## src/rtl/cpu_insencode.sv

```systemverilog
`default_nettype none
// ============================================================================
// Module      : cpu_insencode
// Description : Encodes RISC-V instruction fields into a 32-bit instruction
//               word, flags immediate range/alignment errors, and delivers the
//               result through a 2-entry valid/ready output buffer.
// Revision    : 1.0 - initial release
// ============================================================================
module cpu_insencode #(
    parameter int XLEN = 32
) (
    input  logic            clk,
    input  logic            rst_n,
    input  logic            in_valid,
    output logic            in_ready,
    input  logic [2:0]      fmt,
    input  logic [6:0]      opcode,
    input  logic [4:0]      rd,
    input  logic [4:0]      rs1,
    input  logic [4:0]      rs2,
    input  logic [2:0]      funct3,
    input  logic [6:0]      funct7,
    input  logic [XLEN-1:0] imm,
    output logic            out_valid,
    input  logic            out_ready,
    output logic [31:0]     out_instr,
    output logic            out_err,
    output logic [7:0]      err_count
);

    localparam logic [2:0]  c_FMT_R     = 3'd0;
    localparam logic [2:0]  c_FMT_I     = 3'd1;
    localparam logic [2:0]  c_FMT_SHIFT = 3'd2;
    localparam logic [2:0]  c_FMT_S     = 3'd3;
    localparam logic [2:0]  c_FMT_B     = 3'd4;
    localparam logic [2:0]  c_FMT_U     = 3'd5;
    localparam logic [2:0]  c_FMT_J     = 3'd6;
    localparam logic [31:0] c_NOP       = 32'h0000_0013;
    localparam int          c_SHAMT_W   = (XLEN == 64) ? 6 : 5;
    localparam logic [1:0]  c_DEPTH     = 2'd2;

    logic [31:0] w_shift_instr;
    logic [31:0] w_instr;
    logic        w_err;
    logic        w_sext12_ok;
    logic        w_sext13_ok;
    logic        w_sext21_ok;
    logic        w_sext32_ok;
    logic        w_push;
    logic        w_pop;

    logic [31:0] r_mem_instr [0:1];
    logic        r_mem_err   [0:1];
    logic        r_head;
    logic        r_tail;
    logic [1:0]  r_count;
    logic [7:0]  r_err_count;

    // Sign-extension checks: every bit from the top of the field upward must match.
    assign w_sext12_ok = (&imm[XLEN-1:11]) | ~(|imm[XLEN-1:11]);
    assign w_sext13_ok = (&imm[XLEN-1:12]) | ~(|imm[XLEN-1:12]);
    assign w_sext21_ok = (&imm[XLEN-1:20]) | ~(|imm[XLEN-1:20]);
    assign w_sext32_ok = (&imm[XLEN-1:31]) | ~(|imm[XLEN-1:31]);

    generate
        if (XLEN == 64) begin : g_shift64
            assign w_shift_instr = {funct7[6:1], imm[5:0], rs1, funct3, rd, opcode};
        end else begin : g_shift32
            assign w_shift_instr = {funct7, imm[4:0], rs1, funct3, rd, opcode};
        end
    endgenerate

    always_comb begin
        w_instr = c_NOP;
        w_err   = 1'b0;
        case (fmt)
            c_FMT_R: begin
                w_instr = {funct7, rs2, rs1, funct3, rd, opcode};
            end
            c_FMT_I: begin
                w_instr = {imm[11:0], rs1, funct3, rd, opcode};
                w_err   = ~w_sext12_ok;
            end
            c_FMT_SHIFT: begin
                w_instr = w_shift_instr;
                w_err   = |imm[XLEN-1:c_SHAMT_W];
            end
            c_FMT_S: begin
                w_instr = {imm[11:5], rs2, rs1, funct3, imm[4:0], opcode};
                w_err   = ~w_sext12_ok;
            end
            c_FMT_B: begin
                w_instr = {imm[12], imm[10:5], rs2, rs1, funct3,
                           imm[4:1], imm[11], opcode};
                w_err   = ~w_sext13_ok | imm[0];
            end
            c_FMT_U: begin
                w_instr = {imm[31:12], rd, opcode};
                w_err   = (|imm[11:0]) | ~w_sext32_ok;
            end
            c_FMT_J: begin
                w_instr = {imm[20], imm[10:1], imm[11], imm[19:12], rd, opcode};
                w_err   = ~w_sext21_ok | imm[0];
            end
            default: begin
                w_instr = c_NOP;
                w_err   = 1'b1;
            end
        endcase
    end

    assign in_ready  = (r_count < c_DEPTH);
    assign out_valid = (r_count != 2'd0);
    assign w_push    = in_valid & in_ready;
    assign w_pop     = out_valid & out_ready;

    always_ff @(posedge clk or negedge rst_n) begin
        if (!rst_n) begin
            r_head  <= 1'b0;
            r_tail  <= 1'b0;
            r_count <= 2'd0;
            for (int i = 0; i < 2; i++) begin
                r_mem_instr[i] <= 32'h0;
                r_mem_err[i]   <= 1'b0;
            end
        end else begin
            if (w_push) begin
                r_mem_instr[r_tail] <= w_instr;
                r_mem_err[r_tail]   <= w_err;
                r_tail              <= ~r_tail;
            end
            if (w_pop) begin
                r_head <= ~r_head;
            end
            case ({w_push, w_pop})
                2'b10:   r_count <= r_count + 2'd1;
                2'b01:   r_count <= r_count - 2'd1;
                default: r_count <= r_count;
            endcase
        end
    end

    always_ff @(posedge clk or negedge rst_n) begin
        if (!rst_n) begin
            r_err_count <= 8'h00;
        end else if (w_push && w_err && (r_err_count != 8'hFF)) begin
            r_err_count <= r_err_count + 8'h01;
        end
    end

    // Head entry is read straight from storage; stale when empty by design.
    assign out_instr = r_mem_instr[r_head];
    assign out_err   = r_mem_err[r_head];
    assign err_count = r_err_count;

endmodule
`default_nettype wire

```

## config.mk

```make
export PLATFORM = sky130hd
export DESIGN_NAME = cpu_insencode
export DESIGN_NICKNAME = d
export VERILOG_FILES = /design/src/rtl/cpu_insencode.sv
export SDC_FILE = /design/constraint.sdc
export NUM_CORES = 1
export LEC_CHECK = 0
export ABC_AREA = 0
export CORE_UTILIZATION = 25
export CTS_CLUSTER_SIZE = 20
export DETAILED_ROUTE_END_ITERATION = 12
export GPL_ROUTABILITY_DRIVEN = 0
export PLACE_DENSITY = 0.58
export SETUP_SLACK_MARGIN = 0.4
export SLEW_MARGIN = 5
export SYNTH_ARGS = -nofsm -noshare
export SYNTH_HDL_FRONTEND = slang
export SYNTH_SLANG_ARGS = --single-unit
```

## constraint.sdc

```tcl
create_clock -name clk -period 2.2 [get_ports clk]
set_input_delay 0.44 -clock clk [delete_from_list [all_inputs] [get_ports clk]]
set_output_delay 0.44 -clock clk [all_outputs]
set_load 0.02 [all_outputs]
```

==> results.tsv, run 1 <==
stage	metric	value	unit
run_status	status	finished, final reports clean	
setup_path	crit end category	primary output	
setup_path	crit path kind	flip-flop to primary output	
timing	period utilization	0.876	
grt	GR met1 Demand/Resource	0.208	
route	via count	4030	
cells_and_area	layout cell share with drive strength beyond 1	0.304	
setup_path	CP most frequent cell	buf_6	
synth	top cell type's share of synthesized area	0.462	
clock_network	clk sinks	78	
clock_network	maximum clock insertion buffer count	2	
timing	Setup Skew	0.00574	ns
setup_path	CP required	1.76	ns
grt	first-pass GRT wire length	21600	um
cells_and_area	commonest non-fill, non-tap cell in the layout	nand2_1	
synth	dominant cell type by area after synthesis	dfrtp_1	
synth	sequential-to-total area share from yosys stat	0.462	
setup_path	capture point of the worst reg-to-reg path	err_count[1]	
cells_and_area	Final Instance Area	6690	um2
route	Routed WL per cell	16.1	um
timing	RSZ-0062 raised after global routing	true	
floorplanning	Starting Density	0.256	
synth	synthesized area per cell	9.40	um2
setup_path	crit-path max cell delay	0.41	ns
clock_network	Num CTS Buffers	9	
synth	EDFF count, synth	0	
setup_path	crit path max-delay cell type	dfrtp_2	
cells_and_area	Final Instance Count excl. Fillers	832	
grt	M3 GR Usage	0.0292	
setup_path	Reg2Reg Setup Slack	0.53	ns
setup_path	crit path DAT	1.49	ns
synth	Yosys warnings	0	
placement	Final HPWL DP	9510	um
grt	initial antenna violation count	1	
synth	Async SR Flop Fraction	1.00	
clock_network	hold-fix buffers at CTS	0	
grt	met2 Usage GRT	0.257	
synth	register bit total from synthesis	78	
clock_network	H-tree depth	3	
route	Detailed Route WL	13400	um
clock_network	CTS clk-pin slew, worst paths	0.06	ns
floorplanning	standard cell core area	16500	um2
setup_path	CP bufs+invs	3	
synth	Syn Inst Count	450	
clock_network	clock insertion delay at the later pin of the skew report	0.34	ns
route	Iteration-0 DRC Markers	150	
setup_path	RR Startpoint	err_count[3]	
floorplanning	die width	132	um
timing	Slew headroom	0.584	
timing	Peak Freq	0.519	GHz
cells_and_area	final net count	680	
hold_path	worst min-delay path class	input port to async pin	
power_and_ir_drop	Max VDD drop	0.505	mV
timing	Worst Tran Pin Value	0.620	ns
timing	Final min period	1.93	ns
route	drt pass-1 iters	7	
setup_path	CP top delay family	buffers and inverters	
floorplanning	# IOs	114	
setup_path	reg2reg path depth	5	
setup_path	crit path max fanout	7	
floorplanning	Die Y-Extent	132	um
synth	Syn Nets	523	
cells_and_area	area grow syn2layout	58.1	%
timing	Fin Setup TNS	0	ns
power_and_ir_drop	power density over the cells	1260	nW/um2
grt	gr usage total	0.159	
placement	Placed Area	5970	um2
timing	final setup vio count	0	
synth	Netlist cell types	45	
route	antenna-violating nets left	0	
placement	Placed Cells	810	
grt	GRT busiest layer	met2	
grt	gr ovfl total	0	
timing	Hold Vio Cnt, Final	0	
synth	top post-synthesis cells by area	dfrtp_1 (46%), mux2_2 (9.6%), o21ai_0 (8.3%)	
setup_path	CP startpoint kind	flip-flop	
placement	IO Port Bufs	113	
cells_and_area	commonest cells after routing, fill and taps aside	nand2_1 (82), dfrtp_1 (77), o21ai_0 (69)	
clock_network	CTS tree	built	
floorplanning	row cnt	47	
power_and_ir_drop	Pleak	3.14	nW
grt	number of global-route vias before repair	4089	
synth	Synth Flop Type	dfrtp_1	
flow_run	max-cap viol count	0	
timing	Pins Over Slew Limit	0	
floorplanning	die area	17400	um2
clock_network	clock root buffer	clkbuf_16	
route	number of remaining DRC errors	0	
route	Vias per Instance	4.84	
synth	Mapped Area	4230	um2
setup_path	worst-path cell chain	buf_6 -> buf_16 -> mux2_4 -> buf_6	
grt	largest net degree at the start of global routing	55	
how the worst max path moves through the flow:
stage                 from            end  slack, ns  depth (start not counted)
global route        r_head  out_instr[15]       0.24                          4
detailed placement  imm[7]   err_count[6]      -0.41                          9
finish              r_head  out_instr[26]       0.27                          4
floorplan           imm[7]   err_count[1]       0.20                          7
global placement    imm[7]   err_count[6]      -0.39                          9
CTS                 imm[5]   err_count[1]       0.24                          8
sequential cells by signal (all words and copies together), names as in the netlist:
register / cells
err_count: 8
r_head: 1
r_count: 2
r_mem_err: 2
r_tail: 1
r_mem_instr: 64
repair_timing:
action / 4_1_cts / 5_1_grt
gates resized for setup: 281 / 50
setup endpoints to repair: 103 / 67
setup buffers: 2 / 1
gates cloned: 3 / 0
pin swaps: 18 / 15
synth_stat cells, types with 2 or more instances:
cell type,count
nor2b_1,7
nor4_2,2
nand4_1,10
nand3_1,4
or4_1,4
o21ai_1,2
o22ai_1,6
o21ai_0,70
and2_1,2
inv_1,2
a22oi_1,13
nand2_1,84
mux2i_1,15
and3_1,3
clkbuf_8,2
a221oi_1,7
xnor2_1,9
ha_1,2
nor4_1,4
dfrtp_1,78
buf_2,2
mux2_2,36
clkbuf_1,24
a21o_1,6
a21oi_1,14
a31oi_1,6
nor2_1,18
stage by stage:
step	setup WS, ns	hold WS, ns	power, mW	utilization
3_3_place_gp	-0.388	0.421	6.09	0.361
6_report	0.272	0.0467	8.40	0.405
4_1_cts	0.239	0.0669	8.36	0.394
2_1_floorplan	0.197	0.144	4.50	-
3_5_place_dp	-0.415	0.442	6.19	0.361
5_1_grt	0.236	0.0801	8.95	0.404
where the power goes:
group          leakage (nW)  switching, mW  internal [mW]
combinational          2.01           2.06           2.27
sequential            0.979          0.373           2.08
clock                 0.151          0.597           1.02
total                  3.14           3.02           5.38
layout make-up:
type | count | area (um2)
clock buffers | 10 | 239
clock inverters | 5 | 83.8
flip-flops and latches | 78 | 1950
diodes | 1 | 2.50
inverters | 4 | 17.5
well taps | 220 | 275
repair buffers | 175 | 1750
multi-input cells | 339 | 2370
fillers | 1577 | 9840
worst reg2reg max path, stage by stage (launching register included):
cell and delay [ns]:
dfrtp_1 0.44, and3_1 0.25, and2_1 0.17, nand4_1 0.23, nand3_4 0.17, mux2_4 0.30
routing by layer:
metal / part of all wire / routed length (um)
met3: 0.049 / 655
met4: 0.024 / 323
met5: 0 / 0
met1: 0.46 / 6090
met2: 0.47 / 6290
logic make-up (layout without fill, tap and decap cells):
family | Yosys count | count (layout) | share of synthesized area
flops | 78 | 78 | 0.462
mux | 52 | 52 | 0.135
fa+ha+maj | 2 | 2 | 0.00592
simple gates | 145 | 145 | 0.162
compound gates | 130 | 130 | 0.180
other cells | 0 | 1 | 0
buf+inv | 33 | 194 | 0.0352
xor+xnor | 10 | 10 | 0.0207
No activity file was read; power rests on OpenSTA's default activity.
==> run 2: changes to the inputs <==
--- a/config.mk
+++ b/config.mk
@@ -10,6 +10,7 @@
 export CTS_CLUSTER_SIZE = 20
 export DETAILED_ROUTE_END_ITERATION = 12
 export GPL_ROUTABILITY_DRIVEN = 0
+export HOLD_SLACK_MARGIN = 0.12
 export PLACE_DENSITY = 0.58
 export SETUP_SLACK_MARGIN = 0.4
 export SLEW_MARGIN = 5
==> run 2 against run 1 <==
Effect of this change: critical path type unchanged; via count decreased by 0.15%; combinational power about the same; cell area increased by 0.15%; global-route usage unchanged.
==> results.tsv, run 2 (same netlist as run 1, synthesis figures left out) <==
stage	metric	value	unit	change
run_status	status	finished, final reports clean		unchanged
cells_and_area	Top reg by flops	r_mem_instr		unchanged
power_and_ir_drop	Pleak	3.14	nW	about the same
timing	period utilization	0.876		about the same
timing	Slew headroom	0.589		was 0.584
grt	number of global-route vias before repair	4089		unchanged
timing	Pins Over Slew Limit	0		unchanged
grt	largest net degree at the start of global routing	55		unchanged
clock_network	CTS tree	built		unchanged
setup_path	crit-path max cell delay	0.41	ns	about the same
timing	Final Hold Slack	0.478	ns	was 0.0467 ns
route	Routed WL per cell	16.1	um	about the same
route	met3 routed WL	623	um	was 655 um
timing	final setup vio count	0		unchanged
timing	Final min period	1.93	ns	about the same
route	max layer used	met4		unchanged
setup_path	CP bufs+invs	3		unchanged
clock_network	Num CTS Buffers	9		unchanged
cells_and_area	max FFs per register	64		unchanged
route	via count	4024		was 4030
route	Detailed Route WL	13400	um	about the same
hold_path	worst min-delay path class	flip-flop to flip-flop		was input port to async pin
setup_path	crit path max-delay cell type	dfrtp_2		unchanged
power_and_ir_drop	NetSw	3.02	mW	about the same
power_and_ir_drop	Pint	5.38	mW	about the same
floorplanning	standard cell core area	16500	um2	unchanged
route	Vias per Instance	4.83		was 4.84
setup_path	CP most frequent cell	buf_6		unchanged
placement	Placed Cells	810		unchanged
grt	gr usage total	0.159		unchanged
floorplanning	row cnt	47		unchanged
placement	IO Port Bufs	113		unchanged
floorplanning	die width	132	um	unchanged
clock_network	H-tree depth	3		unchanged
power_and_ir_drop	power density over the cells	1250	nW/um2	was 1260 nW/um2
grt	initial antenna violation count	1		unchanged
clock_network	CTS clk-pin slew, worst paths	0.06	ns	about the same
floorplanning	# IOs	114		unchanged
power_and_ir_drop	sw frac	0.360		about the same
flow_run	max-cap viol count	0		unchanged
setup_path	worst-path cell chain	buf_6 -> buf_16 -> mux2_4 -> buf_6		unchanged
timing	Setup Skew	0.00600	ns	was 0.00574 ns
clock_network	clock root buffer	clkbuf_16		unchanged
route	antenna-violating nets left	0		unchanged
setup_path	CP startpoint kind	flip-flop		unchanged
power_and_ir_drop	Max VDD drop	0.506	mV	was 0.505 mV
timing	Worst Tran Pin Value	0.612	ns	was 0.620 ns
clock_network	clock insertion delay at the later pin of the skew report	0.34	ns	about the same
clock_network	clk sinks	78		unchanged
setup_path	crit end category	primary output		unchanged
route	Met2 Wirelength	6350	um	was 6290 um
cells_and_area	commonest non-fill, non-tap cell in the layout	nand2_1		unchanged
setup_path	CP required	1.76	ns	about the same
route	Iteration-0 DRC Markers	156		was 150
grt	gr ovfl total	0		unchanged
floorplanning	Die Y-Extent	132	um	unchanged
power_and_ir_drop	Comb pwr share	0.515		about the same
power_and_ir_drop	Reg power frac	0.292		about the same
placement	Final HPWL DP	9510	um	unchanged
cells_and_area	commonest cells after routing, fill and taps aside	nand2_1 (82), dfrtp_1 (77), o21ai_0 (69)		unchanged
setup_path	Reg2Reg Setup Slack	0.54	ns	was 0.53 ns
setup_path	crit path max fanout	7		unchanged
grt	first-pass GRT wire length	21600	um	unchanged
timing	Final WS setup	0.272	ns	about the same
timing	Peak Freq	0.519	GHz	about the same
route	drt pass-1 iters	6		was 7
timing	Hold Vio Cnt, Final	0		unchanged
setup_path	crit path DAT	1.49	ns	about the same
route	wl on met1	6080	um	was 6090 um
power_and_ir_drop	Clock Power Share	0.192		about the same
floorplanning	die area	17400	um2	unchanged
timing	RSZ-0062 raised after global routing	true		unchanged
setup_path	CP top delay family	buffers and inverters		unchanged
cells_and_area	Util after Layout	0.405		about the same
cells_and_area	layout cell share with drive strength beyond 1	0.304		about the same
cells_and_area	area grow syn2layout	58.3	%	was 58.1%
floorplanning	Starting Density	0.256		unchanged
cells_and_area	Final Instance Count excl. Fillers	833		was 832
clock_network	maximum clock insertion buffer count	2		unchanged
setup_path	crit path kind	flip-flop to primary output		unchanged
cells_and_area	final net count	681		was 680
route	number of remaining DRC errors	0		unchanged
placement	dpl ws	-0.415	ns	unchanged
## run 2: worst min-delay path, delay by kind of cell, from the launching register on
kind               cells  cell delay [ns]
and+or+nand+nor        1             0.04
AOI/OAI and AO/OA      1             0.06
DFF                    1             0.34
## run 2: stage by stage
step / power, mW / TNS [ns] / instance area, um2
after global routing: 8.95 / 0 / 6690
after detailed placement: 6.19 / -10.98 / 5970
after CTS: 8.36 / 0 / 6520
after global placement: 6.09 / -8.87 / 5970
final: 8.40 / 0 / 6700
after floorplan: 4.50 / 0 / 4240
## run 2: metal layers
layer / GRT usage / vias up
met5: 0 / -
met4: 0.0704 / 0
met3: 0.0292 / 19
met2: 0.257 / 114
met1: 0.208 / 1952
li1: - / 1939
## run 2: power groups by stage
stage | clock, mW | combinational (mW) | sequential, mW
after global routing | 1.71 | 4.69 | 2.55
after global placement | 0 | 3.67 | 2.42
after floorplan | 0 | 2.09 | 2.42
after CTS | 1.65 | 4.26 | 2.45
after detailed placement | 0 | 3.72 | 2.47
final | 1.62 | 4.33 | 2.46
## run 2: cell type report
cell class	count	area [um2]
fill	1578	9830
multi-input combinational	339	2370
sequential	78	1950
timing repair buffer	176	1760
tap	220	275
clock buffer	10	239
clock inverter	5	83.8
inverter	4	17.5
antenna	1	2.50
## run 2: final timing paths
| path | start | end | depth (start not counted) |
|---|---|---|---|
| worst min-delay path | r_mem_instr[56] | r_mem_instr[56] | 2 |
| min in group asynchronous | rst_n | err_count[7] | 2 |
| max in group asynchronous | rst_n | r_mem_instr[11] | 3 |
| worst max-delay path | r_head | out_instr[26] | 4 |
| worst max register to register | err_count[3] | err_count[1] | 5 |
| worst min register to register | r_mem_instr[56] | r_mem_instr[56] | 2 |
## run 2: timing repair
| action | 4_1_cts | 5_1_grt |
|---|---|---|
| endpoints found under the hold margin | 33 | 0 |
| cloned | 3 | 0 |
| endpoints found under the setup margin | 103 | 67 |
| resized for setup | 281 | 50 |
| pin swaps | 18 | 15 |
| buffers inserted | 2 | 1 |
| hold buffers | 1 | 0 |
